**src/rtl/hazard_unit_pkg.sv**
```systemverilog
// Shared types for the hazard unit: pipeline slot record, control FSM states, stats width.
// Optional statistics counters are enabled with the HAZARD_STATS_EN macro.
package hazard_unit_pkg;

    localparam int REG_BITS   = 5;
    localparam int HAZ_STAT_W = 16;

    localparam int SLOT_EX  = 0;
    localparam int SLOT_MEM = 1;
    localparam int SLOT_WB  = 2;

    typedef logic [REG_BITS-1:0] regbits_t;

    typedef struct packed {
        logic     valid;
        regbits_t wsel;
        logic     regwen;
        logic     is_load;
    } haz_slot_t;

    typedef enum logic [1:0] {
        RUN      = 2'd0,
        LU_STALL = 2'd1,
        FREEZE   = 2'd2
    } haz_state_t;

    localparam haz_slot_t BUBBLE_SLOT = '0;

    function automatic logic readsReg(input logic uses, input regbits_t src, input regbits_t dst);
        return uses && (src == dst);
    endfunction

endpackage

```
**src/rtl/hazard_unit_if.sv**
```systemverilog
// Bundle of decode-side inputs and hazard outputs for hazard_unit.
// Counter signals exist only when HAZARD_STATS_EN is defined.
interface hazard_unit_if #(parameter int REG_W = 5);
    import hazard_unit_pkg::*;

    logic             issue_valid;
    logic [REG_W-1:0] issue_wsel;
    logic             issue_regwen;
    logic             issue_is_load;
    logic [REG_W-1:0] dec_rs;
    logic [REG_W-1:0] dec_rt;
    logic             dec_uses_rs;
    logic             dec_uses_rt;
    logic             flush;
    logic             mem_busy;

    logic [REG_W-1:0] ex_wsel;
    logic [REG_W-1:0] mem_wsel;
    logic [REG_W-1:0] wb_wsel;
    logic             pc_stall;
    logic             bubble;
    logic             freeze;
    haz_state_t       state;
`ifdef HAZARD_STATS_EN
    logic [HAZ_STAT_W-1:0] stall_cycles;
    logic [HAZ_STAT_W-1:0] freeze_cycles;
`endif

    modport hu (
        input  issue_valid, issue_wsel, issue_regwen, issue_is_load,
        input  dec_rs, dec_rt, dec_uses_rs, dec_uses_rt, flush, mem_busy,
`ifdef HAZARD_STATS_EN
        output stall_cycles, freeze_cycles,
`endif
        output ex_wsel, mem_wsel, wb_wsel, pc_stall, bubble, freeze, state
    );

    modport tb (
        output issue_valid, issue_wsel, issue_regwen, issue_is_load,
        output dec_rs, dec_rt, dec_uses_rs, dec_uses_rt, flush, mem_busy,
`ifdef HAZARD_STATS_EN
        input  stall_cycles, freeze_cycles,
`endif
        input  ex_wsel, mem_wsel, wb_wsel, pc_stall, bubble, freeze, state
    );

endinterface

```
**src/rtl/hazard_unit_sat_counter.sv**
```systemverilog
// Saturating event counter used by the hazard unit statistics.
// Only compiled when HAZARD_STATS_EN is defined.
`ifdef HAZARD_STATS_EN
module sat_counter #(parameter int W = 16) (
    input  logic         clk_i,
    input  logic         rst_ni,
    input  logic         inc_i,
    output logic [W-1:0] count_o
);

    logic [W-1:0] count_q;

    always_ff @(posedge clk_i or negedge rst_ni) begin
        if (!rst_ni) begin
            count_q <= '0;
        end else if (inc_i && (count_q != {W{1'b1}})) begin
            count_q <= count_q + 1'b1;
        end
    end

    assign count_o = count_q;

endmodule
`endif

```
**src/rtl/hazard_unit.sv**
```systemverilog
// Pipeline occupancy tracker and load-use / memory-busy stall controller.
// Define HAZARD_STATS_EN to add saturating stall and freeze cycle counters.
module hazard_unit
    import hazard_unit_pkg::*;
#(
    parameter int REG_W = REG_BITS
) (
    input  logic     CLK,
    input  logic     nRST,
    hazard_unit_if.hu bus
);

    haz_slot_t  slot_q [3];
    haz_slot_t  slot_d [3];
    haz_state_t state_q;
    haz_state_t state_d;

    haz_slot_t  issueSlot;
    logic       loadUse;
    logic       pcStall;
    logic       bubbleOut;
    logic       freezeOut;

    always_comb begin
        issueSlot = BUBBLE_SLOT;
        if (bus.issue_valid) begin
            issueSlot.valid   = 1'b1;
            issueSlot.wsel    = regbits_t'(bus.issue_wsel);
            issueSlot.regwen  = bus.issue_regwen;
            issueSlot.is_load = bus.issue_is_load;
        end
    end

    // Register 0 is never a real destination, so it can never cause a hazard.
    assign loadUse = bus.issue_valid && slot_q[SLOT_EX].valid && slot_q[SLOT_EX].is_load
                   && slot_q[SLOT_EX].regwen && (slot_q[SLOT_EX].wsel != '0)
                   && (readsReg(bus.dec_uses_rs, regbits_t'(bus.dec_rs), slot_q[SLOT_EX].wsel)
                    || readsReg(bus.dec_uses_rt, regbits_t'(bus.dec_rt), slot_q[SLOT_EX].wsel));

    always_comb begin
        slot_d[SLOT_EX]  = issueSlot;
        slot_d[SLOT_MEM] = slot_q[SLOT_EX];
        slot_d[SLOT_WB]  = slot_q[SLOT_MEM];
        state_d          = RUN;
        pcStall          = 1'b0;
        bubbleOut        = 1'b0;
        freezeOut        = 1'b0;
        if (bus.mem_busy) begin
            slot_d    = slot_q;
            state_d   = FREEZE;
            pcStall   = 1'b1;
            freezeOut = 1'b1;
        end else if (bus.flush) begin
            slot_d[SLOT_EX] = BUBBLE_SLOT;
            bubbleOut       = 1'b1;
        end else if (loadUse) begin
            slot_d[SLOT_EX] = BUBBLE_SLOT;
            state_d         = LU_STALL;
            pcStall         = 1'b1;
            bubbleOut       = 1'b1;
        end
    end

    always_ff @(posedge CLK or negedge nRST) begin
        if (!nRST) begin
            for (int i = 0; i < 3; i++) begin
                slot_q[i] <= BUBBLE_SLOT;
            end
            state_q <= RUN;
        end else begin
            slot_q  <= slot_d;
            state_q <= state_d;
        end
    end

    assign bus.ex_wsel  = (slot_q[SLOT_EX].valid && slot_q[SLOT_EX].regwen)
                        ? REG_W'(slot_q[SLOT_EX].wsel) : '0;
    assign bus.mem_wsel = (slot_q[SLOT_MEM].valid && slot_q[SLOT_MEM].regwen)
                        ? REG_W'(slot_q[SLOT_MEM].wsel) : '0;
    assign bus.wb_wsel  = (slot_q[SLOT_WB].valid && slot_q[SLOT_WB].regwen)
                        ? REG_W'(slot_q[SLOT_WB].wsel) : '0;

    // Control outputs are forced low while reset is held so nothing leaks out mid-reset.
    assign bus.pc_stall = nRST && pcStall;
    assign bus.bubble   = nRST && bubbleOut;
    assign bus.freeze   = nRST && freezeOut;
    assign bus.state    = state_q;

`ifdef HAZARD_STATS_EN
    sat_counter #(.W(HAZ_STAT_W)) stallCounter (
        .clk_i   (CLK),
        .rst_ni  (nRST),
        .inc_i   (loadUse && !bus.flush && !bus.mem_busy),
        .count_o (bus.stall_cycles)
    );

    sat_counter #(.W(HAZ_STAT_W)) freezeCounter (
        .clk_i   (CLK),
        .rst_ni  (nRST),
        .inc_i   (bus.mem_busy),
        .count_o (bus.freeze_cycles)
    );
`endif

endmodule
```
**src/flat_wrapper.sv**
```systemverilog
// flat-port wrapper written by rule: the top's interface ports become plain ports
module hazard_unit_flat import hazard_unit_pkg::*;
#(
    parameter int REG_W = REG_BITS
)
  (CLK, nRST, bus_issue_valid, bus_issue_wsel, bus_issue_regwen, bus_issue_is_load, bus_dec_rs, bus_dec_rt, bus_dec_uses_rs, bus_dec_uses_rt, bus_flush, bus_mem_busy, bus_ex_wsel, bus_mem_wsel, bus_wb_wsel, bus_pc_stall, bus_bubble, bus_freeze, bus_state);
  hazard_unit_if #(.REG_W(REG_W)) bus_i ();
  input  logic CLK;
  input  logic nRST;
  input wire logic [$bits(bus_i.issue_valid)-1:0] bus_issue_valid;
  input wire logic [$bits(bus_i.issue_wsel)-1:0] bus_issue_wsel;
  input wire logic [$bits(bus_i.issue_regwen)-1:0] bus_issue_regwen;
  input wire logic [$bits(bus_i.issue_is_load)-1:0] bus_issue_is_load;
  input wire logic [$bits(bus_i.dec_rs)-1:0] bus_dec_rs;
  input wire logic [$bits(bus_i.dec_rt)-1:0] bus_dec_rt;
  input wire logic [$bits(bus_i.dec_uses_rs)-1:0] bus_dec_uses_rs;
  input wire logic [$bits(bus_i.dec_uses_rt)-1:0] bus_dec_uses_rt;
  input wire logic [$bits(bus_i.flush)-1:0] bus_flush;
  input wire logic [$bits(bus_i.mem_busy)-1:0] bus_mem_busy;
  output wire logic [$bits(bus_i.ex_wsel)-1:0] bus_ex_wsel;
  output wire logic [$bits(bus_i.mem_wsel)-1:0] bus_mem_wsel;
  output wire logic [$bits(bus_i.wb_wsel)-1:0] bus_wb_wsel;
  output wire logic [$bits(bus_i.pc_stall)-1:0] bus_pc_stall;
  output wire logic [$bits(bus_i.bubble)-1:0] bus_bubble;
  output wire logic [$bits(bus_i.freeze)-1:0] bus_freeze;
  output wire logic [$bits(bus_i.state)-1:0] bus_state;
  assign bus_i.issue_valid = bus_issue_valid;
  assign bus_i.issue_wsel = bus_issue_wsel;
  assign bus_i.issue_regwen = bus_issue_regwen;
  assign bus_i.issue_is_load = bus_issue_is_load;
  assign bus_i.dec_rs = bus_dec_rs;
  assign bus_i.dec_rt = bus_dec_rt;
  assign bus_i.dec_uses_rs = bus_dec_uses_rs;
  assign bus_i.dec_uses_rt = bus_dec_uses_rt;
  assign bus_i.flush = bus_flush;
  assign bus_i.mem_busy = bus_mem_busy;
  assign bus_ex_wsel = bus_i.ex_wsel;
  assign bus_mem_wsel = bus_i.mem_wsel;
  assign bus_wb_wsel = bus_i.wb_wsel;
  assign bus_pc_stall = bus_i.pc_stall;
  assign bus_bubble = bus_i.bubble;
  assign bus_freeze = bus_i.freeze;
  assign bus_state = bus_i.state;
  hazard_unit #(.REG_W(REG_W)) u_core (.CLK(CLK), .nRST(nRST), .bus(bus_i));
endmodule
```
**config.mk**
```make
export PLATFORM = sky130hd
export DESIGN_NAME = hazard_unit_flat
export DESIGN_NICKNAME = d
export VERILOG_FILES = /design/src/rtl/hazard_unit_pkg.sv /design/src/rtl/hazard_unit_if.sv /design/src/rtl/hazard_unit_sat_counter.sv /design/src/rtl/hazard_unit.sv /design/src/flat_wrapper.sv
export SDC_FILE = /design/constraint.sdc
export NUM_CORES = 1
export LEC_CHECK = 0
export CAP_MARGIN = 25
export CORE_MARGIN = 5
export CORE_UTILIZATION = 44
export DETAILED_ROUTE_END_ITERATION = 12
export PLACE_DENSITY = 0.79
export SETUP_SLACK_MARGIN = 0.1
export SLEW_MARGIN = 40
export SYNTH_ARGS = -nofsm -noshare
export SYNTH_HDL_FRONTEND = slang
export SYNTH_SLANG_ARGS = --single-unit
```
**constraint.sdc**
```tcl
create_clock -name CLK -period 2.27 [get_ports CLK]
set_clock_uncertainty 0.2 [all_clocks]
set_input_delay 0.454 -clock CLK [delete_from_list [all_inputs] [get_ports CLK]]
set_output_delay 0.454 -clock CLK [all_outputs]
set_load 0.02 [all_outputs]
```
==> impl_metrics.ini, run 1 <==
[status]
status = finished, violations left
failed_checks = negative setup slack

[floorplanning]
num_io_pins = 44
dieArea_mm2 = 0.00396
core_mm2 = 0.00271
start_util = 0.454
rows = 19
die_y_um = 62.9
die_w_um = 62.9

[global_route]
gr-total-overflow = 0
grt_max_degree = 26
grt_pass1_vias = 1276
antenna_found_initial = 0
grt_usage = 0.193
grt_pass1_wl_um = 6150

[synth]
synth.area.top_cells = dfrtp_1 (49%), mux2_2 (13%), and3_1 (7.1%)
ys_seq_area_frac = 0.488
synthFlopType = dfrtp_1
netlist_instances = 109
yosys_warnings = 0
ys_seq_elements = 24
synth_nets = 133
synthSimpleGateAreaFrac = 0.158
synthTopCellsByCount = dfrtp_1 (24), and3_1 (14), mux2_2 (14), nand2_1 (10), xnor2_1 (10)
synth-edff-count = 0
synthAdderAreaFrac = 0
synth_top_family_by_area = simple AND/OR/NAND/NOR gates
synth_top_area_share = 0.488
muxShareOfSynthArea = 0.128
synth_compound_gate_area_share = 0.122
netlist_area_mm2 = 0.00123
yosysMostFrequentCell = dfrtp_1
synth_async_sr_flop_share = 1.00
yosysUniqueCellTypes = 23
syn_area_per_cell_um2 = 11.3
synth_top_cell_by_area = dfrtp_1
synth_xor_area_frac = 0.0711

[cells_and_area]
fin_nets = 214
register_area_um2 = 603
layout-drive-gt1-share = 0.392
postLayoutCellArea_mm2 = 0.00207
multi_input_area_um2 = 677
syn2layout_area_growth_pct = 68.5
filler_cell_count = 181
n_antenna_cell = 0

[sta]
rsz0062_at_grt = yes
post-route-min-period_ps = 2560
worst-slew-pin-transition_ps = 319
setup_tns_ps = -1990
finalMaxSlewViolations = 0
holdWs_ps = 334
final-setup-viol-count = 10
worst_slack_ps = -286
max_freq_mhz = 391
finalHoldViolations = 0
max-slew-margin-rel = 0.787
period_share = 1.13

[clock_network]
postCtsHoldBufs = 0
clkTransAtPathRegs_ps = 140
clk-insertion-delay-late_ps = 310
cts_made_buffers = 3
cts_buffer_depth = 2
cts.sinks = 24
cts_tree = yes
h-tree-depth = 1
cts-root-buf = clkbuf_4

[run]
max_cap_viol_count = 0

[routing]
post_drt_wl_per_cell_um = 18.2
drtPass1Iterations = 4
wl_um = 4010
viasPerCell = 5.49
drt_iter0_markers = 41
vias = 1208
drc = 0
ant_nets = 0

[power]
power.leakage_nw = 1.11
ir_drop_uv = 341
power.density_mw_per_mm2 = 518
p_total_mw = 1.07

[setup_path]
reg2reg_from = u_core.slot_q[20]
critPathKind = flip-flop to output port
crit_end = bus_pc_stall
timing.rr.end = u_core.slot_q[22]
worstPathMaxFanout = 4
arrival_ps = 1900
required_ps = 1620
crit_path_start = u_core.slot_q[19]
end_kind = output port
start_kind = flip-flop
r2r_slack_ps = -210
rr_worst_depth = 13

[placement]
gp_congestion = 0.766
placed_area_mm2 = 0.00180
port_buffers = 43
pre_cts_slack_ps = -879
place_hpwl_um = 2520

[min_path]
holdCritPathClass = flip-flop to flip-flop
## cell families (layout without fill, tap and decap cells)
group | after synthesis | count (layout)
compound gates | 21 | 21
flops | 24 | 24
mux | 14 | 14
buf+inv | 8 | 88
simple gates | 32 | 32
xor+xnor | 10 | 10
## sequential cells by signal, indices dropped and copies added, names as in the netlist
register,flops
u_core.bus.state,2
u_core.slot_q,22
## worst min-delay path by stage
stage / startpoint / endpoint / slack [ps] / cells after the start
2_1_floorplan: nRST / u_core.bus.state[0] / -40 / 0
3_3_place_gp: u_core.slot_q[16] / u_core.slot_q[16] / 280 / 2
3_5_place_dp: u_core.slot_q[16] / u_core.slot_q[16] / 300 / 2
4_1_cts: u_core.slot_q[16] / u_core.slot_q[16] / 330 / 2
5_1_grt: u_core.slot_q[16] / u_core.slot_q[16] / 350 / 2
6_report: u_core.slot_q[3] / u_core.slot_q[3] / 330 / 1
## placed cells by master, fill, tap and decap left out, drive strengths merged
cell	netlist	routed
a22oi	1	1
nand3b	1	1
mux2	14	14
nand4	2	2
nand2	10	10
inv	3	3
nor4	1	1
xnor2	10	10
and3	15	15
buf	4	41
o22ai	1	1
dlygate4sd2	0	20
and4	1	1
dfrtp	24	24
o41ai	2	2
dlymetal6s2s	0	5
nor3b	1	1
a32oi	7	7
clkdlybuf4s50	0	15
o22a	1	1
o21ai	9	9
clkbuf	1	4
or4	1	1
## cell type report
type / count / area share
multi-input cells: 77 / 0.326
repair buffers: 81 / 0.341
inverters: 3 / 0.00543
flip-flops and latches: 24 / 0.291
well taps: 31 / 0.0187
clock buffers: 4 / 0.0175
## timing repair
| action | CTS | global route |
|---|---|---|
| endpoints found under the setup margin | 13 | 16 |
| pin swaps | 17 | 9 |
| gates resized for setup | 37 | 23 |
| buffers inserted | 17 | 5 |
## where the power goes
group | internal, mW | switching [mW]
combinational | 0.186 | 0.135
sequential | 0.480 | 0.0481
clock | 0.0978 | 0.128
## stage by stage
| step | std cells | utilization |
|---|---|---|
| 2_1_floorplan | 109 | - |
| 3_3_place_gp | 195 | 0.663 |
| 3_5_place_dp | 195 | 0.663 |
| 4_1_cts | 216 | 0.720 |
| 5_1_grt | 220 | 0.765 |
| 6_report | 220 | 0.765 |
## critical path, stage by stage, from the launching register on
cell     delay, ps
dfrtp_1        450
buf_6          150
or4_4          550
o21ai_4        190
o41ai_2        100
buf_4          160
## metal layers
metal  vias up  global-route usage  share of wire
met4         0              0.0743          0.018
li1        569                   -              -
met2        40               0.321           0.51
met1       591               0.240           0.42
met5         -                   0              0
met3         8              0.0432          0.049
(Power assumes the default switching activity.)
==> inputs of run 2 (changes only) <==
--- a/config.mk
+++ b/config.mk
@@ -5,10 +5,10 @@
 export SDC_FILE = /design/constraint.sdc
 export NUM_CORES = 1
 export LEC_CHECK = 0
-export CAP_MARGIN = 25
 export CORE_MARGIN = 5
 export CORE_UTILIZATION = 44
 export DETAILED_ROUTE_END_ITERATION = 12
+export HOLD_SLACK_MARGIN = 0.02
 export PLACE_DENSITY = 0.79
 export SETUP_SLACK_MARGIN = 0.1
 export SLEW_MARGIN = 40
==> results of run 2 <==
Final layout, timing and power as in run 1 (identical DEF).
==> inputs of run 3 (changes only) <==
--- a/config.mk
+++ b/config.mk
@@ -10,6 +10,7 @@
 export DETAILED_ROUTE_END_ITERATION = 12
 export HOLD_SLACK_MARGIN = 0.02
 export PLACE_DENSITY = 0.79
+export REMOVE_ABC_BUFFERS = 1
 export SETUP_SLACK_MARGIN = 0.1
 export SLEW_MARGIN = 40
 export SYNTH_ARGS = -nofsm -noshare
==> impl_metrics.ini, run 3 (same netlist as run 1, synthesis figures left out) <==
[routing]
drtPass1Iterations = 4
drc = 0
viasPerCell = 5.67
ant_nets = 0
wl_um = 4050
vias = 1235
drt_iter0_markers = 54
post_drt_wl_per_cell_um = 18.6

[placement]
placed_area_mm2 = 0.00181
place_hpwl_um = 2590
pre_cts_slack_ps = -835
port_buffers = 43
dp_cells = 195
gp_congestion = 0.842

[floorplanning]
start_util = 0.454
die_w_um = 62.9
core_mm2 = 0.00271
dieArea_mm2 = 0.00396
rows = 19
num_io_pins = 44
die_y_um = 62.9

[sta]
finalMaxSlewViolations = 0
worst_slack_ps = -383
period_share = 1.17
rsz0062_at_grt = yes
final-setup-viol-count = 3
finalHoldViolations = 0
worst-slew-pin-transition_ps = 352
max_freq_mhz = 377
post-route-min-period_ps = 2650
setup_tns_ps = -843
max-slew-margin-rel = 0.763

[global_route]
antenna_found_initial = 0
grt_pass1_wl_um = 6510
grtUsageMet1 = 0.239
use_met3 = 0.0504
grt_use_met2 = 0.358
grt_usage = 0.207
top_usage_layer = met2
gr-total-overflow = 0
grt_max_degree = 25
grt_pass1_vias = 1308

[setup_path]
start_kind = flip-flop
cpPeakStageDelay_ps = 480
arrival_ps = 2000
end_kind = output port
worstPathMaxFanout = 4
worst_path_max_delay_cell = dfrtp_2
critPathKind = flip-flop to output port
cp_top_family = compound AO/OA/AOI/OAI gates
path_cells = xnor2_1 -> nand4_1 -> o22a_2 -> o41ai_2 -> buf_4
crit_buf_inv = 1
required_ps = 1620

[power]
p_clk_frac = 0.276
swShare = 0.278
ir_drop_uv = 533
power.density_mw_per_mm2 = 568
combPwrFrac = 0.272
p_int_uw = 842
switchingPower_uw = 324
power.leakage_nw = 1.05
seq_power_share = 0.452

[clock_network]
cts-root-buf = clkbuf_4
clkTransAtPathRegs_ps = 140
cts_tree = yes
clk-insertion-delay-late_ps = 330
cts_made_buffers = 3
cts_buffer_depth = 2
h-tree-depth = 1
cts.sinks = 24

[cells_and_area]
filler_cell_count = 190
layout_common_cells = buf_4 (32), dlygate4sd2_1 (23), dfrtp_1 (21)
fin_nets = 212
syn2layout_area_growth_pct = 66.8
largest_reg_flops = 22
postLayoutCellArea_mm2 = 0.00205
n_antenna_cell = 0
largest-register = u_core.slot_q
layout_commonest_cell = buf_4
fin_cells = 218
layout-drive-gt1-share = 0.390
utilization = 0.758

[status]
failed_checks = negative setup slack
status = finished, violations left

[min_path]
holdCritPathClass = flip-flop to flip-flop

[run]
max_cap_viol_count = 0
run 3: cell types whose count changed in the layout (fill, tap and decap cells not counted), moves of 2 or more:
| cell | before | now |
|---|---|---|
| dlymetal6s2s_1 | 5 | 2 |
| buf_4 | 36 | 32 |
| dlygate4sd2_1 | 20 | 23 |
| xnor2_1 | 6 | 8 |
| clkdlybuf4s50_1 | 15 | 13 |
run 3: power by group through the flow:
stage	sequential [mW]	combinational (mW)	clock (mW)
floorplan	0.524	0.109	0
global placement	0.532	0.242	0
detailed placement	0.536	0.252	0
CTS	0.525	0.303	0.322
global route	0.535	0.343	0.343
finish	0.527	0.317	0.322
run 3: layout make-up:
cell class                      instances  area (µm²)  area share
Inverter                                3        11.3     0.00548
Timing Repair Buffer                   79         693       0.338
Multi-Input combinational cell         77         653       0.318
Clock buffer                            3        22.5      0.0110
Clock inverter                          1        30.0      0.0146
Tap cell                               31        38.8      0.0189
Sequential cell                        24         604       0.294
run 3: what timing repair did:
item | CTS | global route
endpoints found under the hold margin | 0 | 24
hold buffers | 0 | 1
pin swaps | 17 | 9
setup buffers | 20 | 5
gates resized for setup | 50 | 15
endpoints found under the setup margin | 18 | 13
run 3: metal layers:
layer,part of all wire,routed length [µm]
met5,0,0
met2,0.53,2140
met4,0.032,129
met3,0.060,245
met1,0.38,1540
run 3: final timing paths:
kind	start	endpoint	slack, ps	cells after the start
setup / recovery	u_core.slot_q[21]	bus_pc_stall	-380	5
hold / removal	u_core.slot_q[3]	u_core.slot_q[3]	320	1
setup reg to reg	u_core.slot_q[19]	u_core.slot_q[19]	220	6
hold reg to reg	u_core.slot_q[3]	u_core.slot_q[3]	320	1
max in group asynchronous	nRST	u_core.slot_q[20]	1150	3
min in group asynchronous	nRST	u_core.slot_q[3]	510	3
run 3: stage by stage:
step | power [mW] | hold slack [ps]
2_1_floorplan | 0.634 | -41.6
3_3_place_gp | 0.773 | 279
3_5_place_dp | 0.788 | 289
4_1_cts | 1.15 | 248
5_1_grt | 1.22 | 340
6_report | 1.17 | 318
